[config.mk]
export PLATFORM = sky130hd
export DESIGN_NAME = dma_bus_arbiter
export DESIGN_NICKNAME = d
export VERILOG_FILES = /design/src/rtl/dma_bus_arbiter.sv
export SDC_FILE = /design/constraint.sdc
export NUM_CORES = 1
export LEC_CHECK = 0
export CELL_PAD_IN_SITES_DETAIL_PLACEMENT = 1
export CELL_PAD_IN_SITES_GLOBAL_PLACEMENT = 1
export CORE_MARGIN = 2
export CORE_UTILIZATION = 33
export DETAILED_ROUTE_END_ITERATION = 7
export GPL_TIMING_DRIVEN = 1
export HOLD_SLACK_MARGIN = 0.06
export PLACE_DENSITY_LB_ADDON = 0.25
export SLEW_MARGIN = 20
export SYNTH_ARGS = -nofsm -noshare
export SYNTH_HDL_FRONTEND = slang
export SYNTH_SLANG_ARGS = --single-unit
[constraint.sdc]
create_clock -name clock -period 1.4 [get_ports clock]
set_clock_uncertainty 0.05 [all_clocks]
set_input_delay 0.28 -clock clock [delete_from_list [all_inputs] [get_ports clock]]
set_output_delay 0.28 -clock clock [all_outputs]
set_load 0.03 [all_outputs]
[src/rtl/dma_bus_arbiter.sv]
// dma_bus_arbiter: round-robin arbiter for four DMA masters on a shared bus.
// A registered request snapshot is arbitrated in IDLE and the winner gets a
// one-cycle grant pulse. The arbiter then follows the bus begin/end handshake.
// Optional watchdog: define ARBITER_TIMEOUT_EN to bound WAIT_BEGIN/BUSY at
// TIMEOUT_CYCLES and to force an end+error when BUSY times out.
module dma_bus_arbiter #(
  parameter int TIMEOUT_CYCLES = 255
) (
  input  logic       clock,
  input  logic       reset,
  input  logic [3:0] requestVector,
  input  logic       beginTransactionIn,
  input  logic       endTransactionIn,
  input  logic       busErrorIn,
  output logic [3:0] grantVector,
  output logic [1:0] activeMaster,
  output logic       busBusy,
  output logic       endTransactionOut,
  output logic       busErrorOut
);

  // The watchdog is an 8-bit counter, so the limit must fit in it.
  if (TIMEOUT_CYCLES < 1 || TIMEOUT_CYCLES > 255) begin : g_bad_timeout
    $error("dma_bus_arbiter: TIMEOUT_CYCLES must be in 1..255");
  end

  typedef enum logic [2:0] {
    IDLE,
    GRANT,
    WAIT_BEGIN,
    BUSY
`ifdef ARBITER_TIMEOUT_EN
    , FORCE_END
`endif
  } state_t;

  state_t     state_q;
  logic [3:0] req_q;
  logic [1:0] lastGranted_q;
  logic [3:0] grantVector_q;
  logic [1:0] activeMaster_q;
  logic       busBusy_q;
  logic [1:0] winner_d;
  logic [1:0] rrIdx;
  logic       found;

`ifdef ARBITER_TIMEOUT_EN
  localparam logic [7:0] TIMEOUT_LIMIT = 8'(TIMEOUT_CYCLES);
  logic [7:0] wdog_q;
  logic       endTransactionOut_q;
  logic       busErrorOut_q;
`endif

  // Round-robin pick: scan upward from the master after the last grant.
  always_comb begin
    winner_d = lastGranted_q;
    rrIdx    = lastGranted_q;
    found    = 1'b0;
    for (int unsigned i = 1; i <= 4; i++) begin
      rrIdx = lastGranted_q + 2'(i);
      if (!found && req_q[rrIdx]) begin
        winner_d = rrIdx;
        found    = 1'b1;
      end
    end
  end

  // Arbiter FSM with all outputs registered alongside the state.
  always_ff @(posedge clock) begin
    if (reset) begin
      state_q        <= IDLE;
      req_q          <= '0;
      lastGranted_q  <= 2'd3;
      grantVector_q  <= '0;
      activeMaster_q <= '0;
      busBusy_q      <= 1'b0;
`ifdef ARBITER_TIMEOUT_EN
      wdog_q              <= '0;
      endTransactionOut_q <= 1'b0;
      busErrorOut_q       <= 1'b0;
`endif
    end else begin
      req_q         <= requestVector;
      grantVector_q <= '0;
`ifdef ARBITER_TIMEOUT_EN
      endTransactionOut_q <= 1'b0;
      busErrorOut_q       <= 1'b0;
`endif
      case (state_q)
        IDLE: begin
          if (found) begin
            state_q        <= GRANT;
            grantVector_q  <= 4'b0001 << winner_d;
            activeMaster_q <= winner_d;
            lastGranted_q  <= winner_d;
            busBusy_q      <= 1'b1;
          end
        end
        GRANT: begin
          state_q <= WAIT_BEGIN;
`ifdef ARBITER_TIMEOUT_EN
          wdog_q  <= '0;
`endif
        end
        WAIT_BEGIN: begin
          if (beginTransactionIn && endTransactionIn) begin
            state_q   <= IDLE;
            busBusy_q <= 1'b0;
          end else if (beginTransactionIn) begin
            state_q <= BUSY;
`ifdef ARBITER_TIMEOUT_EN
            wdog_q  <= '0;
          end else if (wdog_q >= TIMEOUT_LIMIT) begin
            state_q   <= IDLE;
            busBusy_q <= 1'b0;
          end else begin
            wdog_q <= wdog_q + 8'd1;
`endif
          end
        end
        BUSY: begin
          if (endTransactionIn) begin
            state_q   <= IDLE;
            busBusy_q <= 1'b0;
`ifdef ARBITER_TIMEOUT_EN
          end else if (wdog_q >= TIMEOUT_LIMIT) begin
            state_q             <= FORCE_END;
            endTransactionOut_q <= 1'b1;
            busErrorOut_q       <= 1'b1;
          end else begin
            wdog_q <= wdog_q + 8'd1;
            // An error without an end keeps the master on the bus.
            if (busErrorIn) state_q <= BUSY;
`else
          end else if (busErrorIn) begin
            // An error without an end keeps the master on the bus.
            state_q <= BUSY;
`endif
          end
        end
`ifdef ARBITER_TIMEOUT_EN
        FORCE_END: begin
          state_q   <= IDLE;
          busBusy_q <= 1'b0;
        end
`endif
        default: begin
          state_q   <= IDLE;
          busBusy_q <= 1'b0;
        end
      endcase
    end
  end

  assign grantVector  = grantVector_q;
  assign activeMaster = activeMaster_q;
  assign busBusy      = busBusy_q;

`ifdef ARBITER_TIMEOUT_EN
  assign endTransactionOut = endTransactionOut_q;
  assign busErrorOut       = busErrorOut_q;
`else
  assign endTransactionOut = 1'b0;
  assign busErrorOut       = 1'b0;
`endif

endmodule

**Yosys cells after proc, flatten, opt, wreduce, memory -nomap -nowiden**

Index checks and enable logic that the tools add are counted.

- Add/sub/neg operators: 3
- $lt $le $gt $ge: 4
- Eq/ne operators: 8
- Shift operators: 1
- Mux-type cells: 26
- Bitwise logic cells: 3
- Reductions and logical operators: 12

Operator list:

| operator | number |
|---|---|
| $mux 3 | 5 |
| $lt 2x3->1 const B | 4 |
| $pmux 3 s4 | 1 |
| $mux 1 | 11 |
| $bmux 1 s2 | 4 |
| $mux 2 | 4 |
| $eq 3x2->1 const B | 2 |
| $ne 2x2->1 const B | 3 |
| $ne 3x3->1 const B | 2 |
| $add 2x2->2 const B | 2 |
| $logic_and 1x1->1 | 4 |
| $pmux 1 s4 | 1 |
| $reduce_and 4->1 | 1 |
| $shl 1x2->4 const A | 1 |
| $eq 3x1->1 const B | 1 |
| $logic_not 1->1 | 3 |
| $logic_not 3->1 | 1 |
| $not 1->1 | 3 |
| $reduce_and 3->1 | 1 |
| $reduce_or 3->1 | 1 |
| $add 2x1->2 const B | 1 |
| $reduce_and 2->1 | 1 |

- Register bits after elaboration: 16
- Word-level logic and storage cells: 63

**Longest topological paths before layout**

- Depth in word-level cells: 15
- Mapped depth: 5
- Gate-level depth less buffers: 4

**Worst setup path after synthesis**

Ideal clock, no wire load.

- Kind: register to register
- Start: register req_q[3]
- End: register lastGranted_q[0]
- Setup time: 0.124 ns
- Arrival time: 1.061 ns
- Required time: 1.226 ns
- Slack: 0.165 ns
- Cell stages (with the launch flop): 6
- Clock period less this slack: 1.235 ns
- Path through: dfxtp_1 -> nor4_2 -> nand2b_1 -> buf_6 -> nor4_2 -> o21bai_1

- Longest elaborated chain between the ends: 13
- Elaborated cells between the ends (all ways): 23

RTL lines:

| what | RTL line | text |
|---|---|---|
| from (decl) | 38 | `logic [3:0] req_q;` |
| from (signal assigned) | 83 | `req_q <= requestVector;` |
| $bmux 1 s2 | 61 | `if (!found && req_q[rrIdx]) begin` |
| $mux 1 (not written as such) | 61 |  |
| $mux 1 | 61 |  |
| $logic_not 1->1 | 61 |  |
| $logic_and 1x1->1 | 61 |  |
| $mux 1 | 61 |  |
| $logic_not 1->1 | 61 |  |
| $logic_and 1x1->1 | 61 |  |
| $mux 1 | 61 |  |
| $logic_not 1->1 | 61 |  |
| $logic_and 1x1->1 | 61 |  |
| $mux 1 | 61 |  |
| $reduce_and 2->1 (no line) | - |  |
| to (signal assigned) | 95 | `lastGranted_q <= winner_d;` |
| to (decl) | 39 | `logic [1:0] lastGranted_q;` |

Parallel ways exist; a longest one is shown, timed or not. The select of a mux whose other input is x is not followed.
A chain may end at the register's enable or synchronous reset.

**Final worst setup path**

- Start: register activeMaster_q[0] (netlist: activeMaster[0])
- End: output activeMaster[0]

RTL lines:

| what | RTL line | text |
|---|---|---|
| from (decl) | 41 | `logic [1:0] activeMaster_q;` |
| from (signal assigned) | 94 | `activeMaster_q <= winner_d;` |
| to (decl) | 16 | `output logic [1:0] activeMaster,` |

No word-level cell between the ends.

==> summary.txt <==
Clock sink total: 15
CTS tree: done
Critical path buffers and inverters: 1
Most frequent cells in the layout: dfxtp_1 (15), nor2_1 (7), clkdlybuf4s50_1 (7), dlygate4sd2_1 (7), nor2b_1 (4)
Post-synth top area share: 48.8%
Port bufs: 14
Max Cap Viol: 0
F_max: 0.739 GHz
Share of layout cells above drive strength 1: 16.5%
Die width: 47.2 um
GRT overflow: 0
Final Critical Period: 1.35 ns
Slowest cell on crit path: dlygate4sd2_1
Drt initial violations: 5
Worst r2r dst: grantVector[2]$_SDFF_PP0_
Critical path required time: 1.07 ns
Arr. time, crit path: 1.02 ns
Mean Syn Cell Area: 10.1 um^2
Syn Std Cell Area: 616 um^2
GRT Util Overall: 14.0%
Multi-input gate area: 284 um^2
Vias in the first global route: 490
Register Area: 300 um^2
Pins Over Slew Limit: 0
Number of fill cells in the layout: 211
Fin cells: 104
Via Count: 501
Hold Path End: busBusy$_SDFFE_PP0P_
DIE AREA: 2230 um^2
Dpl hpwl: 1060 um
Antenna Violating Nets Remaining: 0
Maximum vdd drop: 0.567 mV
Number of diodes: 0
Worst-skew pair later-pin latency: 0.28 ns
Yosys warns: 0
Final Hold Vio Count: 0
Vias per cell: 4.82
Global-route wire length before repair: 2130 um
CP startpoint kind: flop
Post-synthesis sequential area ratio: 48.8%
Worst-path clk slew: 0.08 ns
Depth of the worst register-to-register path: 4
Hold WS: 0.408 ns
Netlist cell types: 25
Status: complete, no violations
P_leak: 0.332 nW
Largest net degree at the start of global routing: 9
Tcrit/Tclk final: 96.7%
HP Start: busBusy$_SDFFE_PP0P_
Max clock buf depth: 2
Cell count along the critical path: 1
Final wirelength: 1270 um
Cell Rows: 15
Critical Path End Type: output port
I/O pins: 18
Top post-synthesis cells by area: dfxtp_1 (49%), nor4_2 (6.1%), nor2_1 (4.3%)
CP Cell Sequence: dlygate4sd2_1
Final routed DRC violation total: 0
Delay-heaviest family, CP: buffers and inverters
CTS buffer count: 3
Worst Hold Class: flop to flop
Initial antenna violation count: 0
GPL Wtd Cong: 0.697
H-Tree Depth: 1
Clock root cell: clkbuf_4
Wire per inst: 12.2 um
Cell taking the most area after synthesis: dfxtp_1
Yosys reg bits: 15
Crit path kind: flop to output port
Dpl cells: 100
Area Overhead vs Synth: 29.3%
Post-Syn Instances: 61
RSZ-0062 raised after global routing: no
CP max FO: 2
Initial Util: 35.3%
Final setup vio count: 0
Crit Reg-Reg Startpoint: req_q[1]$_SDFF_PP0_
Total power: 0.999 mW
First-pass detailed-route iteration total: 3
Commonest non-fill, non-tap cell in the layout: dfxtp_1
PwrDens: 1250 nW/um^2
Crit-path max cell delay: 0.40 ns
R2R Setup Slk: 0.10 ns
CORE AREA: 1750 um^2
Die height: 47.2 um
Hold Path Depth: 2
Net count, final: 89
## cell type report
class / count / area share, %
timing repair buffer: 17 / 19.3
multi-input combinational: 43 / 35.7
clock buffer: 4 / 3.30
tap: 25 / 3.93
sequential: 15 / 37.7
## worst max path at each step
stage / end / start
3_5_place_dp: state_q[1]$_SDFFE_PP0P_ / reset
4_1_cts: activeMaster[1]$_SDFFE_PP0P_ / req_q[1]$_SDFF_PP0_
2_1_floorplan: lastGranted_q[0]$_SDFFE_PP1P_ / req_q[3]$_SDFF_PP0_
3_3_place_gp: grantVector[0]$_SDFF_PP0_ / reset
6_report: activeMaster[0] / activeMaster[0]$_SDFFE_PP0P_
5_1_grt: activeMaster[0] / activeMaster[0]$_SDFFE_PP0P_
## state kept, by name, summed over array words and instances, names as in the netlist
signal	cells
grantVector	4
req_q	4
activeMaster	2
lastGranted_q	2
state_q	2
busBusy	1
## report_power, final
part	switching [mW]	total (mW)	leakage [nW]	internal [mW]
sequential	0.0328	0.504	0.124	0.471
clock	0.131	0.242	0.0150	0.110
combinational	0.144	0.253	0.193	0.109
## kinds of logic (layout without fill, tap and decap cells)
logic type      after synthesis  after routing  share of synthesized area [%]
other cells                   1              2                          0.609
buf+inv                       4             21                           6.10
compound gates               12             12                           13.4
simple gates                 29             29                           31.1
flops                        15             15                           48.8
## routing by layer
metal  vias to the layer above  share of wire, %  global-route usage [%]
li1                        243                 -                       -
met1                       246                45                    18.1
met2                         8                51                    22.5
met3                         4               2.4                    2.31
met4                         0               2.0                    6.67
met5                         -                 0                       0
## stage by stage
step	instance area [um^2]	setup WS (ns)	setup TNS (ns)	util, %
after floorplan	619	0.165	0	-
after global placement	776	0.0105	0	44.4
after detailed placement	776	-0.0126	-0.0276	44.4
after CTS	793	0.0328	0	45.4
after global routing	796	0.000439	0	45.6
final	796	0.0460	0	45.6
## Yosys cell counts, drive strengths merged
library cell and n:
o21a 1, nand2 1, and3b 2, conb 1
and3 1, a21oi 3, nand3b 1, nand2b 4
nor3 3, nor2 7, o31ai 1, buf 4
nor4 3, nor3b 2, or2b 1, o21ai 3
a21boi 1, nor2b 4, o21bai 1, o211ai 2
dfxtp 15
## timing repair
item / 4_1_cts / 5_1_grt
resized for setup: 7 / 1
setup endpoints to repair: 7 / 1
hold endpoints to repair: 0 / 0
hold buffers: 0 / 0
setup buffers: 0 / 0
## worst reg2reg max path, cell delays in order (launching register included)
cell,delay (ns)
dfxtp_1,0.40
or2b_1,0.26
a21boi_2,0.20
nor3_2,0.10
and3b_1,0.20
Power figures use the tool's default switching activity.
